### src/rtl/sap_datapath.sv
// SAP-style CPU datapath: bus, registers, 16x8 RAM, ALU, flags and T-state counter.
// Optional macro SAP_BUS_CHECK_EN: flag and suppress cycles that drive more than one bus source.
module sap_datapath #(
  parameter int DATA_W = 8,
  parameter int ADDR_W = 4,
  parameter int STEPS  = 5
) (
  input  logic              clk,
  input  logic              clr_n,
  input  logic [15:0]       ctrl,
  input  logic              run,
  input  logic              prog_we,
  input  logic [ADDR_W-1:0] prog_addr,
  input  logic [DATA_W-1:0] prog_data,
  output logic [8:0]        instin,
  output logic [DATA_W-1:0] out_val,
  output logic              halted,
  output logic              bus_err
);

  localparam int STEP_W = 3;

  logic hlt, marwa, ramwa, ramoa, inregoa, inregwa, awa, aoa;
  logic sumout, sub, bwa, outregwa, pcinc, pcoe, pcjmp, flagsin;

  assign {hlt, marwa, ramwa, ramoa, inregoa, inregwa, awa, aoa,
          sumout, sub, bwa, outregwa, pcinc, pcoe, pcjmp, flagsin} = ctrl;

  logic [ADDR_W-1:0] pc, mar;
  logic [DATA_W-1:0] ir, a, b, out_r, bus, alu;
  logic [DATA_W:0]   s9;
  logic [STEP_W-1:0] step;
  logic              cf, zf;
  logic              active, conflict, do_write;

  logic [DATA_W-1:0] ram [2**ADDR_W];

  // Subtraction is A + ~B + 1, so carry-out set means no borrow.
  assign s9  = {1'b0, a} + {1'b0, b ^ {DATA_W{sub}}} + {{DATA_W{1'b0}}, sub};
  assign alu = s9[DATA_W-1:0];

  always_comb begin
    bus = '0;
    if (ramoa)        bus = ram[mar];
    else if (inregoa) bus = DATA_W'(ir[3:0]);
    else if (aoa)     bus = a;
    else if (sumout)  bus = alu;
    else if (pcoe)    bus = DATA_W'(pc);
  end

`ifdef SAP_BUS_CHECK_EN
  assign conflict = ($countones({ramoa, inregoa, aoa, sumout, pcoe}) > 1);
`else
  assign conflict = 1'b0;
`endif

  assign active   = run & ~halted;
  assign do_write = active & ~hlt & ~conflict;

  always_ff @(posedge clk or negedge clr_n) begin
    if (!clr_n) begin
      pc     <= '0;
      mar    <= '0;
      ir     <= '0;
      a      <= '0;
      b      <= '0;
      out_r  <= '0;
      step   <= '0;
      cf     <= 1'b0;
      zf     <= 1'b0;
      halted <= 1'b0;
    end else if (!run) begin
      step <= '0;
    end else if (!halted) begin
      step <= (step == STEP_W'(STEPS - 1)) ? '0 : step + STEP_W'(1);
      if (hlt) begin
        halted <= 1'b1;
      end else if (!conflict) begin
        if (marwa)    mar   <= bus[ADDR_W-1:0];
        if (inregwa)  ir    <= bus;
        if (awa)      a     <= bus;
        if (bwa)      b     <= bus;
        if (outregwa) out_r <= bus;
        if (flagsin) begin
          cf <= s9[DATA_W];
          zf <= (alu == '0);
        end
        if (pcjmp)      pc <= bus[ADDR_W-1:0];
        else if (pcinc) pc <= pc + ADDR_W'(1);
      end
    end
  end

  // RAM is deliberately outside the reset domain so a loaded program survives clr_n.
  always_ff @(posedge clk) begin
    if (do_write && ramwa)    ram[mar]       <= bus;
    else if (!run && prog_we) ram[prog_addr] <= prog_data;
  end

`ifdef SAP_BUS_CHECK_EN
  always_ff @(posedge clk or negedge clr_n) begin
    if (!clr_n)                        bus_err <= 1'b0;
    else if (active && !hlt && conflict) bus_err <= 1'b1;
  end
`else
  assign bus_err = 1'b0;
`endif

  assign instin  = {ir[7:4], step, cf, zf};
  assign out_val = out_r;

endmodule

### config.mk
export PLATFORM = sky130hd
export DESIGN_NAME = sap_datapath
export DESIGN_NICKNAME = d
export VERILOG_FILES = /design/src/rtl/sap_datapath.sv
export SDC_FILE = /design/constraint.sdc
export NUM_CORES = 1
export LEC_CHECK = 0
export ABC_AREA = 1
export CAP_MARGIN = 20
export CORE_MARGIN = 2
export CORE_UTILIZATION = 28
export DETAILED_ROUTE_END_ITERATION = 8
export SYNTH_ARGS = -nofsm -noshare
export SYNTH_HDL_FRONTEND = slang
export SYNTH_SLANG_ARGS = --single-unit
### constraint.sdc
create_clock -name clk -period 3.1 [get_ports clk]
set_input_delay 0.62 -clock clk [delete_from_list [all_inputs] [get_ports clk]]
set_output_delay 0.62 -clock clk [all_outputs]
set_load 0.05 [all_outputs]
== Word level (Yosys, flattened, before mapping) ==
Memory sizes are Yosys's and may differ from the RTL's.
Cells that the tools add are included.

* Add/subtract/negate cells: 4
* Eq/ne operators: 2
* Mux-type cells: 20
* Bitwise logic cells: 5
* Reductions and logical operators: 13

{| class="wikitable"
|+ Operators by type and width
! operator !! number
|-
| $mux W8 || 5
|-
| $reduce_and A4 Y1 || 7
|-
| $mux W4 || 4
|-
| $add A8 B8 Y9 || 1
|-
| $add A9 B1 Y9 || 1
|-
| $mux W3 || 3
|-
| $logic_not A8 Y1 || 1
|-
| $mux W1 || 8
|-
| $reduce_or A8 Y1 || 1
|-
| $xor A8 B8 Y8 || 1
|-
| $add A4 B1 Y4 const B || 1
|-
| $add A3 B1 Y3 const B || 1
|-
| $eq A3 B3 Y1 const B || 1
|-
| $and A1 B1 Y1 || 2
|-
| $logic_and A1 B1 Y1 || 2
|-
| $ne A2 B2 Y1 const B || 1
|-
| $not A1 Y1 || 2
|-
| $reduce_bool A2 Y1 || 1
|-
| $logic_not A1 Y1 || 1
|}

* Flip-flop bits (word level): 46
* Bits in writable memories: 128
* Input port bits: 32
* Output and inout port bits: 19
* Word-level logic and storage cells: 55
* Memories kept: 1

{| class="wikitable"
|+ Memories
! memory !! depth !! bits a word !! read ports !! clocked after memory_dff !! wr ports !! RTL line !! text
|-
| ram || 16 || 8 || 1 || 0 || 1 || 36 || <nowiki>logic [DATA_W-1:0] ram [2**ADDR_W];</nowiki>
|}

== Depth between registers and ports, before layout ==
* Depth in word-level cells: 8
* Gate-level depth with buffers: 17
* Mapped depth without buffers: 16

== Worst setup path after synthesis ==
Ideal clock, no wire load.

* Kind: input-to-reg
* From: input ctrl[6]
* To: memory ram[0][4] (data pin)
* Library setup time: 302 ps
* Arrival time: 2,511 ps
* Required time: 2,798 ps
* Path slack: 287 ps
* Stages on the path: 11
* Path buffers: 1
* Cell sequence: buf_4 xnor2_1 fa_1 inv_1 nand3_1 nand2_1 xor2_1 nand2_1 nand2_1 nand2_1 a31oi_1

* Longest elaborated chain between the ends: 8

{| class="wikitable"
|+ RTL lines
! what !! RTL line !! text
|-
| start, declared || 10 || <nowiki>input logic [15:0] ctrl,</nowiki>
|-
| $xor A8 B8 Y8 || 39 || <nowiki>assign s9 = {1'b0, a} + {1'b0, b ^ {DATA_W{sub}}} + {{DATA_W{1'b0}}, sub};</nowiki>
|-
| $add A8 B8 Y9 || 39 ||
|-
| $add A9 B1 Y9 (*) || 39 ||
|-
| $mux W8 (*) || 47 || <nowiki>else if (sumout) bus = alu;</nowiki>
|-
| $mux W8 (*) || 46 || <nowiki>else if (aoa) bus = a;</nowiki>
|-
| $mux W8 (*) || 45 || <nowiki>else if (inregoa) bus = DATA_W'(ir[3:0]);</nowiki>
|-
| $mux W8 (*) || 44 || <nowiki>if (ramoa) bus = ram[mar];</nowiki>
|-
| $mux W8 (no line) (*) || - ||
|-
| end, declared || 36 ||
|}

Mark *: on every way between the ends. The rest lies on a longest branch, timed or not.

== Final worst setup path ==
* From: input ctrl[6]
* To: memory ram[11][5] (data pin)

Same word-level chain as after synthesis.

==> metrics.md <==
| Metric | Value |
|---|---|
| Status | finished, final reports clean |
| Fin. Hold Viols | 0 |
| Number of iterations in the first detailed-routing pass | 5 |
| N_diodes | 0 |
| GP Congestion | 0.952 |
| Syn avg cell area | 9.92 sq um |
| Worst Path Required | 3.29 ns |
| Startpoint Class | input pin |
| Critical-path cell list | clkdlybuf4s50_1 > buf_4 > xnor2_1 > inv_1 > ha_1 > nand2_1 > inv_1 > nand2_1 > nand2_1 > nand2_1 > nand3b_1 > nand3_1 > nand2_1 > nand2_1 > nand2_2 > nand2_1 > nand2_1 > buf_12 |
| Most numerous cell in the Yosys netlist | nand2_1 |
| GRT Util Overall | 14.8% |
| TritonCTS clock tree | built |
| Number of port buffers | 49 |
| VDD IR-drop max | 0.407 mV |
| Post-synth top cells | 187 x nand2_1, 128 x edfxtp_1, 118 x nor2_1 |
| CTS Hold Bufs | 0 |
| Total gr overflow | 0 |
| Routed wire per std cell | 16.7 um |
| Drt initial violations | 709 |
| Fin. max-slew vios | 0 |
| Area grow syn2layout | 23.2% |
| Hold Path Class | input pin to async pin |
| Synthesis-stage register bit count | 174 |
| IO Count | 51 |
| Slowest CP cell | clkdlybuf4s50_1 |
| Number of antenna violations at the first check in global routing | 0 |
| WS Path Type | input pin to flip-flop |
| Power density cells | 519 nW/um^2 |
| Final ANT Viol Nets | 0 |
| Clock transition at path regs | 0.08 ns |
| Setup Total Neg Slack | 0 ns |
| Total clock sinks | 174 |
| Top-area cell type share of the netlist area | 48.0% |
| CTS HTree Levels | 4 |
| DIE HEIGHT | 173 um |
| Critical path peak fanout | 16 |
| Fmax | 376 MHz |
| Root Driver | clkbuf_16 |
| Most used routing layer | met2 |
| Vias in the first global route | 5,842 |
| Actual slew at the worst max-slew pin | 0.652 ns |
| Row count | 61 |
| Post-synth top area cell | edfxtp_1 |
| Relative slew slack | 56.5% |
| Net Count, Synth | 852 |
| WP data arrival | 2.86 ns |
| Worst path max stage delay | 0.40 ns |
| Final min period | 2.66 ns |
| Layout cells sized above 1 | 11.3% |
| Largest net degree at the start of global routing | 53 |
| Max Cap Viol | 0 |
| Clk buf depth | 2 |
| Worst skew pair latency | 0.44 ns |
| Mapped Cells | 807 |
| Cell count of the worst reg-to-reg path | 10 |
| CP Capture Type | flip-flop |
| DR DRC count | 0 |
| Nets | 942 |
| Seq/Total Area, Yosys | 62.4% |
| M3 GR Usage | 4.16% |
| Routed vias | 5,982 |
| Ys Warns | 0 |
| First-pass GRT wire length | 33,900 um |
| Lkg Pwr | 4.06 nW |
| Initial Util | 28.6% |
| RSZ-0062 raised after global routing | false |
| Num CTS Buffers | 17 |
| Grt met1 use | 19.4% |
| Layout Skew | 0.00901 ns |
| GR Util met2 | 24.1% |
| Routed Wire Length | 21,600 um |
| Cts repair resizes | 0 |
| Die area | 29,900 sq um |
| Design Power | 5.12 mW |
| Netlist Area Pre-Place | 8000 sq um |
| Top_reg_cell synth | edfxtp_1 |
| Tcrit/Tclk final | 85.9% |
| Post-CTS Setup Bufs | 0 |
| Die Span X | 173 um |
| Total core area | 27,900 sq um |
| Number of setup violations in the final report | 0 |
| Post-DR vias/cell | 4.64 |
| Top post-synthesis cells by area | edfxtp_1 48%, dfrtp_1 14%, nand2_1 8.8% |
| Post-synth EDFFs | 128 |
| HPWL after detailed placement | 14,800 um |
| CP most frequent cell | nand2_1 |
| Async S/R FF share, synth | 26.4% |
| Library cells used by synthesis | 33 |
## sequential cells by signal, summed over array words and instances, names as in the netlist
register  count
ram         128
a             8
b             8
ir            8
out_val       8
mar           4
pc            4
step          3
cf            1
halted        1
zf            1
## kinds of logic after synthesis
family	count (synthesis)	synth area share [%]
simple gates	369	18.6
flops	174	62.4
compound gates	139	9.71
buf+inv	99	5.80
fa+ha+maj	13	2.13
xor+xnor	12	1.31
other cells	1	0.0469
## through the flow
step                worst slack [ns]  util [%]  area [sq um]  cells  hold slack, ns
floorplan                      0.287         -          8000    807           0.324
global placement              0.0471      33.1          9230   1256           0.469
detailed placement            0.0151      33.1          9230   1256           0.467
CTS                            0.462      35.3          9860   1288           0.223
global route                   0.221      35.3          9860   1288           0.236
finish                         0.438      35.3          9860   1288           0.195
## area by class of cell
type                       count  area, sq um
fill                        2799        18100
sequential                   174         5000
multi-input combinational    534         2540
timing repair buffer         107          983
tap                          378          473
clock buffer                  17          425
inverter                      63          236
clock inverter                15          201
## cells in the final DEF (no fill, tap or decap), types with 12 or more instances in the layout
cell type	n
inv_1	57
ha_1	12
nand2_1	187
a21oi_1	14
edfxtp_1	128
nor2_1	118
o21ai_1	28
nand3_1	49
clkdlybuf4s50_1	48
buf_4	53
o21ai_0	57
clkbuf_16	17
o211ai_1	20
dfrtp_1	45
## critical path, delay by kind of cell
family / cells / cell delay, ns
xor+xnor: 1 / 0.26
simple gates: 11 / 0.84
buf+inv: 5 / 0.84
fa+ha+maj: 1 / 0.27
## path summary, 6_finish.rpt
path | slack, ns | start | to
min | 0.20 | clr_n | b[7]$_DFFE_PN0P_
max | 0.44 | ctrl[6] | ram[11][5]$_DFFE_PP_
min in group clk | 0.49 | ir[5]$_DFFE_PN0P_ | ir[5]$_DFFE_PN0P_
max reg2reg | 0.79 | mar[0]$_DFFE_PN0P_ | ram[4][1]$_DFFE_PP_
max in group asynchronous | 2.29 | clr_n | out_val[5]$_DFFE_PN0P_
min reg2reg | 0.49 | ir[5]$_DFFE_PN0P_ | ir[5]$_DFFE_PN0P_
## layer usage
| layer | vias to the layer above | wire length [um] |
|---|---|---|
| met4 | 0 | 261 |
| met5 | - | 0 |
| li1 | 2912 | - |
| met1 | 2880 | 9670 |
| met2 | 171 | 10400 |
| met3 | 19 | 1230 |
## power breakdown
| group | internal, mW | leakage, nW | switching, mW | total [mW] |
|---|---|---|---|---|
| combinational | 0.117 | 1.99 | 0.189 | 0.306 |
| sequential | 2.54 | 1.77 | 0.00239 | 2.54 |
| clock | 1.23 | 0.304 | 1.04 | 2.27 |
(Power assumes the default switching activity.)
